[src/rtl/add_arb_pkg.sv]
// Shared types and helpers for the add_arbiter slice: response-register state and
// the requester-index width calculation.
package add_arb_pkg;

  typedef enum logic {
    EMPTY = 1'b0,
    FULL  = 1'b1
  } state_t;

  // Index width for n requesters; never narrower than one bit.
  function automatic int id_width(input int n);
    return (n <= 2) ? 1 : $clog2(n);
  endfunction

endpackage

[src/rtl/add_arbiter_rr_arbiter.sv]
// Pure combinational round-robin picker: the first set req bit at or above ptr,
// with wrap-around, wins. Reports a one-hot grant, its index and whether anything won.
module rr_arbiter #(
  parameter int N   = 4,
  parameter int IDW = 2
) (
  input  logic [N-1:0]   req,
  input  logic [IDW-1:0] ptr,
  output logic [N-1:0]   grant,
  output logic [IDW-1:0] idx,
  output logic           any
);

  logic [IDW-1:0] cand;

  always_comb begin
    grant = '0;
    idx   = '0;
    any   = 1'b0;
    cand  = '0;
    for (int k = 0; k < N; k++) begin
      cand = IDW'((int'(ptr) + k) % N);
      if (!any && req[cand]) begin
        any         = 1'b1;
        idx         = cand;
        grant[cand] = 1'b1;
      end
    end
  end

endmodule

[src/rtl/add_arbiter.sv]
// Round-robin front end for one shared adder with a single registered response slot.
// Define ADD_ARB_STATS_EN to add the stat_grants / stat_carries counters.
module add_arbiter
  import add_arb_pkg::*;
#(
  parameter  int DATA_WIDTH = 4,
  parameter  int N_REQ      = 4,
  localparam int ID_W       = id_width(N_REQ)
) (
  input  logic                             clk,
  input  logic                             rst,
  input  logic [N_REQ-1:0]                 req_valid,
  input  logic [N_REQ-1:0][DATA_WIDTH-1:0] req_a,
  input  logic [N_REQ-1:0][DATA_WIDTH-1:0] req_b,
  output logic [N_REQ-1:0]                 req_ready,
  output logic                             rsp_valid,
  output logic [DATA_WIDTH:0]              rsp_sum,
  output logic [ID_W-1:0]                  rsp_id,
  input  logic                             rsp_ready
`ifdef ADD_ARB_STATS_EN
  ,
  output logic [31:0]                      stat_grants,
  output logic [31:0]                      stat_carries
`endif
);

  typedef logic [DATA_WIDTH:0] sum_t;

  state_t          state_reg, state_next;
  logic [ID_W-1:0] rr_ptr_reg;
  logic [ID_W-1:0] rsp_id_reg;
  sum_t            rsp_sum_reg;
  sum_t            sum_next;
  logic [N_REQ-1:0] grant;
  logic [ID_W-1:0] grant_idx;
  logic            grant_any;
  logic            can_accept;
  logic            take;

  rr_arbiter #(
    .N   (N_REQ),
    .IDW (ID_W)
  ) u_rr (
    .req   (req_valid),
    .ptr   (rr_ptr_reg),
    .grant (grant),
    .idx   (grant_idx),
    .any   (grant_any)
  );

  // The slot can take a new result if it is empty or is being drained this cycle.
  assign can_accept = (state_reg == EMPTY) | rsp_ready;
  assign take       = can_accept & grant_any & ~rst;
  assign req_ready  = take ? grant : '0;
  assign sum_next   = sum_t'(req_a[grant_idx]) + sum_t'(req_b[grant_idx]);

  always_ff @(posedge clk) begin
    if (rst) state_reg <= EMPTY;
    else     state_reg <= state_next;
  end

  always_comb begin
    state_next = state_reg;
    if (take)
      state_next = FULL;
    else if (state_reg == FULL && rsp_ready)
      state_next = EMPTY;
  end

  always_comb begin
    rsp_valid = (state_reg == FULL);
  end

  always_ff @(posedge clk) begin
    if (rst) begin
      rsp_sum_reg <= '0;
      rsp_id_reg  <= '0;
      rr_ptr_reg  <= '0;
    end else if (take) begin
      rsp_sum_reg <= sum_next;
      rsp_id_reg  <= grant_idx;
      rr_ptr_reg  <= (grant_idx == ID_W'(N_REQ - 1)) ? '0 : grant_idx + 1'b1;
    end
  end

  assign rsp_sum = rsp_sum_reg;
  assign rsp_id  = rsp_id_reg;

`ifdef ADD_ARB_STATS_EN
  logic [31:0] stat_grants_reg;
  logic [31:0] stat_carries_reg;

  always_ff @(posedge clk) begin
    if (rst) begin
      stat_grants_reg  <= '0;
      stat_carries_reg <= '0;
    end else if (take) begin
      stat_grants_reg <= stat_grants_reg + 32'd1;
      if (sum_next[DATA_WIDTH])
        stat_carries_reg <= stat_carries_reg + 32'd1;
    end
  end

  assign stat_grants  = stat_grants_reg;
  assign stat_carries = stat_carries_reg;
`endif

endmodule
[config.mk]
export PLATFORM = sky130hd
export DESIGN_NAME = add_arbiter
export DESIGN_NICKNAME = d
export VERILOG_FILES = /design/src/rtl/add_arb_pkg.sv /design/src/rtl/add_arbiter_rr_arbiter.sv /design/src/rtl/add_arbiter.sv
export SDC_FILE = /design/constraint.sdc
export NUM_CORES = 1
export LEC_CHECK = 0
export ABC_AREA = 1
export BUFFER_PORTS_ARGS = -buffer_cell sky130_fd_sc_hd__buf_4
export CAP_MARGIN = 40
export CORE_MARGIN = 4
export CORE_UTILIZATION = 30
export CTS_BUF_LIST = sky130_fd_sc_hd__clkbuf_16
export DETAILED_ROUTE_END_ITERATION = 10
export SLEW_MARGIN = 20
export SYNTH_ARGS = -nofsm -noshare
export SYNTH_HDL_FRONTEND = slang
export SYNTH_HIERARCHICAL = 1
export SYNTH_SLANG_ARGS = --single-unit
[constraint.sdc]
create_clock -name clk -period 2.9 [get_ports clk]
set_input_delay 0 -clock clk [delete_from_list [all_inputs] [get_ports clk]]
set_output_delay 0 -clock clk [all_outputs]
set_load 0.01 [all_outputs]
**Word level (Yosys, flattened, before mapping)**

Cells that the tools add are included.

- Add/subtract/negate cells: 5
- $lt $le $gt $ge: 9
- Eq/ne operators: 1
- Muxes and demuxes: 36
- Bitwise gates (word level): 8
- Reduce and logical (&&, ||, !) cells: 12

Operator list:

| kind | count |
|---|---|
| $mux 4 | 7 |
| $bmux 4 s2 | 2 |
| $lt 2x3->1 const B | 5 |
| $mux 1 | 14 |
| $or 4x4->4 | 3 |
| $mux 2 | 5 |
| $bmux 1 s2 | 4 |
| $demux 1 s2 | 4 |
| $ge 2x1->1 const B | 4 |
| $logic_and 1x1->1 | 8 |
| $add 4x4->5 | 1 |
| $add 2x1->2 const B | 2 |
| $add 2x2->2 const B | 2 |
| $logic_not 1->1 | 3 |
| $and 1x1->1 | 2 |
| $eq 2x2->1 const B | 1 |
| $not 1->1 | 2 |
| $reduce_bool 2->1 | 1 |
| $or 1x1->1 | 1 |

- Register bits after elaboration: 10
- Bits of input ports: 39
- Output and inout bits: 12
- Logic and storage cells: 75

**Depth between registers and ports, before layout**

- Depth after elaboration: 15
- Depth in mapped cells: 22
- Mapped depth without buffers: 20

**By module**

Netlist, hierarchy kept.

Modules (own cells, without submodules):

| module | times used | cells each | area an instance (µm²) | sequential area each (µm²) |
|---|---|---|---|---|
| add_arbiter | 1 | 129 | 813.3 | 200.2 |
| rr_arbiter | 1 | 74 | 440.4 | 0.0 |

**Worst setup path after synthesis**

Ideal clock, no wire load.

- Kind: flip-flop to flip-flop
- Start: reg rr_ptr_reg[0]
- End: reg rsp_sum_reg[2], in the netlist rsp_sum[2]
- Setup time: 0.116 ns
- Arrival time: 2.984 ns
- Data required time: 2.784 ns
- Slack: -0.200 ns
- Cell stages (with the launch flop): 19
- Buffers on the path: 2
- Clock period less this slack: 3.100 ns
- Cells stage by stage: dfxtp_1 inv_2 ha_1 inv_1 nand3_1 nand2_1 nor2_1 a21oi_1 nand3_1 buf_4 buf_4 nor2_1 o22ai_1 ha_1 inv_1 fa_1 xnor2_1 o21ai_0 nor2_1

- Cells in the longest elaborated chain, start to end: 15
- Elaborated cells between the ends (all ways): 32
- Those cells by class: 4 x add/sub; 20 x mux; 2 x bitwise; 6 x reduce/logical

RTL lines:

| item | RTL line | RTL |
|---|---|---|
| from (decl) | add_arbiter.sv:30 | `logic [ID_W-1:0] rr_ptr_reg;` |
| from (signal assigned) | add_arbiter.sv:82 | `rr_ptr_reg <= (grant_idx == ID_W'(N_REQ - 1)) ? '0 : grant_idx + 1'b1;` |
| branches (longest 11 deep; another with $add 2x1->2) | -- |  |
| $mux 2 * | add_arbiter_rr_arbiter.sv:23 | `if (!any && req[cand]) begin` |
| via grant_idx[0] | add_arbiter.sv:35 | `logic [ID_W-1:0] grant_idx;` |
| $bmux 4 s2 | add_arbiter.sv:55 | `assign sum_next = sum_t'(req_a[grant_idx]) + sum_t'(req_b[grant_idx]);` |
| $mux 4 (implied by the code) | add_arbiter.sv:55 |  |
| $add 4x4->5 * | add_arbiter.sv:55 |  |
| to (signal assigned) | add_arbiter.sv:80 | `rsp_sum_reg <= sum_next;` |
| to (decl) | add_arbiter.sv:32 | `sum_t rsp_sum_reg;` |

Mark *: on every way through the listed nets, which the timed path passes. The select of a mux whose other input is x is not followed.
A chain may end at the register's enable or synchronous reset.

**Worst setup path after layout**

- Start: reg rr_ptr_reg[0]
- End: reg rsp_sum_reg[1], in the netlist rsp_sum[1]

Same word-level chain as after synthesis.

==> results_dict.tcl <==
set metrics [dict create \
    wl_per_cell_um 11.4 \
    drive_gt1_frac 0.385 \
    ir_drop_mv 0.789 \
    setup_viol 0 \
    overflow 0 \
    portBuffers 50 \
    synth_top_flop_cell "dfxtp_1" \
    antenna_found_initial 0 \
    final-seq-area_um2 203 \
    swShare 0.498 \
    clk_latency_ns 0.24 \
    die-area_um2 5280 \
    synth_common_cells "nand2_1, nand3_1, nor2_1" \
    clock-root-buffer "clkbuf_16" \
    synth_nets 253 \
    grt_use_met3 0.0303 \
    placed_cells 311 \
    synth_top_area_frac 0.160 \
    yosys.area_share.simple 0.421 \
    antenna_left 0 \
    cp-end-kind "register" \
    synth_adder_area_share 0.116 \
    initial_core_util 0.311 \
    coreArea_um2 4030 \
    hold_viol 0 \
    area_delta_synth_final_pct 54.2 \
    drtPass1Iterations 5 \
    leakage_uw 0.000998 \
    ys_warn_count 6 \
    wl_um 3670 \
    ys_async_sr_fraction 0 \
    p_comb_frac 0.835 \
    critPathLaunchType "register" \
    slew_violations 0 \
    p_int_uw 1450 \
    synth_edf_count 0 \
    largest_register_ffs 5 \
    grt_pass1_wl_um 6530 \
    cts_buffer_depth 2 \
    synth_compound_area_frac 0.187 \
    design_area_um2 1930 \
    hpwl_um 2940 \
    grt-busiest-layer "met2" \
    tightest_slew_ns 0.254 \
    setup_tns_ns 0 \
    synth_top_cell_by_area "dfxtp_1" \
    ys_seq_area_frac 0.160 \
    place_area_um2 1760 \
    p_sw_uw 1440 \
    globalRouteMet1Util 0.190 \
    max_slew_margin 0.830 \
    fin_util 0.480 \
    max_freq_mhz 369 \
    io_pins 51 \
    synth_cell_types 24 \
    gp_congestion 0.839 \
    num_vias 1528 \
    hold_class "in2reg" \
    fill_cells 416 \
    power.density_nw_per_um2 1500 \
    skew_ns 0.00530 \
    numCtsBuffers 3 \
    ctsHtreeMaxLevel 1 \
    synthCells 203 \
    multiInputGateArea_um2 955 \
    grt_max_degree 18 \
    drc_errors 0 \
    grt_usage 0.149 \
    die_h_um 72.6 \
    outcome "finished, final reports clean" \
    seqPwrFrac 0.081 \
    use_met2 0.253 \
    required_ns 3.03 \
    p_clk_frac 0.084 \
    syn-cell-area_um2 1250 \
    die_w_um 72.6 \
    drtIter0Drc 76 \
    n_antenna_cell 0 \
    final.min_clock_period_ns 2.71 \
    finalCritPeriodShare 0.934 \
    total_power_uw 2900 \
    cts.clk_slew.worst_paths_ns 0.04 \
    final_nets 324 \
    yosys-top-cells-area "dfxtp_1, nand2_1, ha_1, nand3_1, nor2_1" \
    crit_fanout 5 \
    syn_area_per_cell_um2 6.18 \
    yosysMostFrequentCell "nand2_1" \
    synthXorXnorAreaFrac 0.00699 \
    first_global_vias 1574 \
    crit_arrival_ns 2.84 \
    ys_seq_elements 10 \
    cts_tree "done" \
    final_cells 323 \
    maxCapViolations 0 \
    fp-row-count 23 \
    vias_per_cell 4.73 \
    synth_top_family_by_area "simple AND/OR/NAND/NOR gates" \
    synth.mux.area_fraction 0 \
    cts.sinks 10 \
    crit_type "reg2reg" \
]
==> worst paths after layout <==
check / from / endpoint / slack [ns] / cells past startpoint
worst max register to register: rr_ptr_reg[0]$_SDFFE_PP0P_ / rsp_sum[1]$_SDFFE_PP0P_ / 0.19 / 17
worst max-delay path: rr_ptr_reg[0]$_SDFFE_PP0P_ / rsp_sum[1]$_SDFFE_PP0P_ / 0.19 / 17
worst min-delay path: rsp_ready / rsp_valid$_SDFFE_PP0P_ / 0.05 / 4
worst min register to register: rsp_sum[4]$_SDFFE_PP0P_ / rsp_sum[4]$_SDFFE_PP0P_ / 0.47 / 2
==> area by class of cell <==
type / instances / area share
flip-flops and latches: 10 / 0.105
well taps: 50 / 0.0324
multi-input cells: 163 / 0.494
inverters: 26 / 0.0531
clock buffers: 3 / 0.0388
repair buffers: 70 / 0.275
clock inverters: 1 / 0.00194
==> cells in the final DEF, fill, tap and decap left out, drive strengths merged <==
master,Yosys,routed
inv,26,25
o22ai,6,6
fa,1,1
xnor2,1,1
nand3,26,26
dlygate4sd3,0,1
o21ai,16,16
a21boi,4,4
nor2,25,25
a21oi,15,15
clkinv,0,2
nand4,7,7
ha,10,10
buf,4,69
dfxtp,10,10
clkbuf,0,3
nand2,52,52
==> cell families after synthesis <==
group | Yosys count
adder cells (fa/ha/maj) | 11
flip-flops | 10
buffers and inverters | 30
AND/OR/NAND/NOR | 110
XOR/XNOR | 1
AO/OA/AOI/OAI | 41
==> per-layer routing <==
layer	vias up	wire length, µm
met2	45	1790
met4	0	34
met3	5	180
met5	-	0
li1	816	-
met1	662	1660
==> per-stage QoR <==
step / setup slack, ns / hold WS, ns
after detailed placement: -0.0743 / 0.215
after CTS: 0.000908 / 0.0439
after floorplan: 0.000257 / 0.0617
after global routing: -0.0125 / 0.0609
final: 0.191 / 0.0477
after global placement: 0.00419 / 0.213
==> power by group through the flow <==
stage                     sequential, µW  clock (µW)  combinational [µW]
after CTS                            233         252                2230
after global routing                 240         257                2820
after detailed placement             235           0                2210
final                                233         244                2420
after global placement               236           0                2210
after floorplan                      266           0                1600
==> repair_timing <==
item / in CTS / in global routing
hold buffers: 1 / 0
cloned: 0 / 0
setup endpoints to repair: 3 / 4
hold endpoints to repair: 3 / 0
resized for setup: 2 / 11
setup buffers: 0 / 7
pin swaps: 0 / 6
==> worst max-delay path, cell delays in order (launching register included) <==
cell     delay [ns]
dfxtp_2        0.32
inv_2          0.05
ha_4           0.29
inv_2          0.05
nand2_1        0.07
nand2_2        0.06
nor2_4         0.15
nand4_1        0.12
nand3_2        0.15
buf_6          0.13
o21ai_0        0.08
o22ai_1        0.17
ha_2           0.22
inv_1          0.05
fa_2           0.51
nand2_1        0.06
nand2_1        0.07
nor2_1         0.04
(Power assumes the default switching activity.)
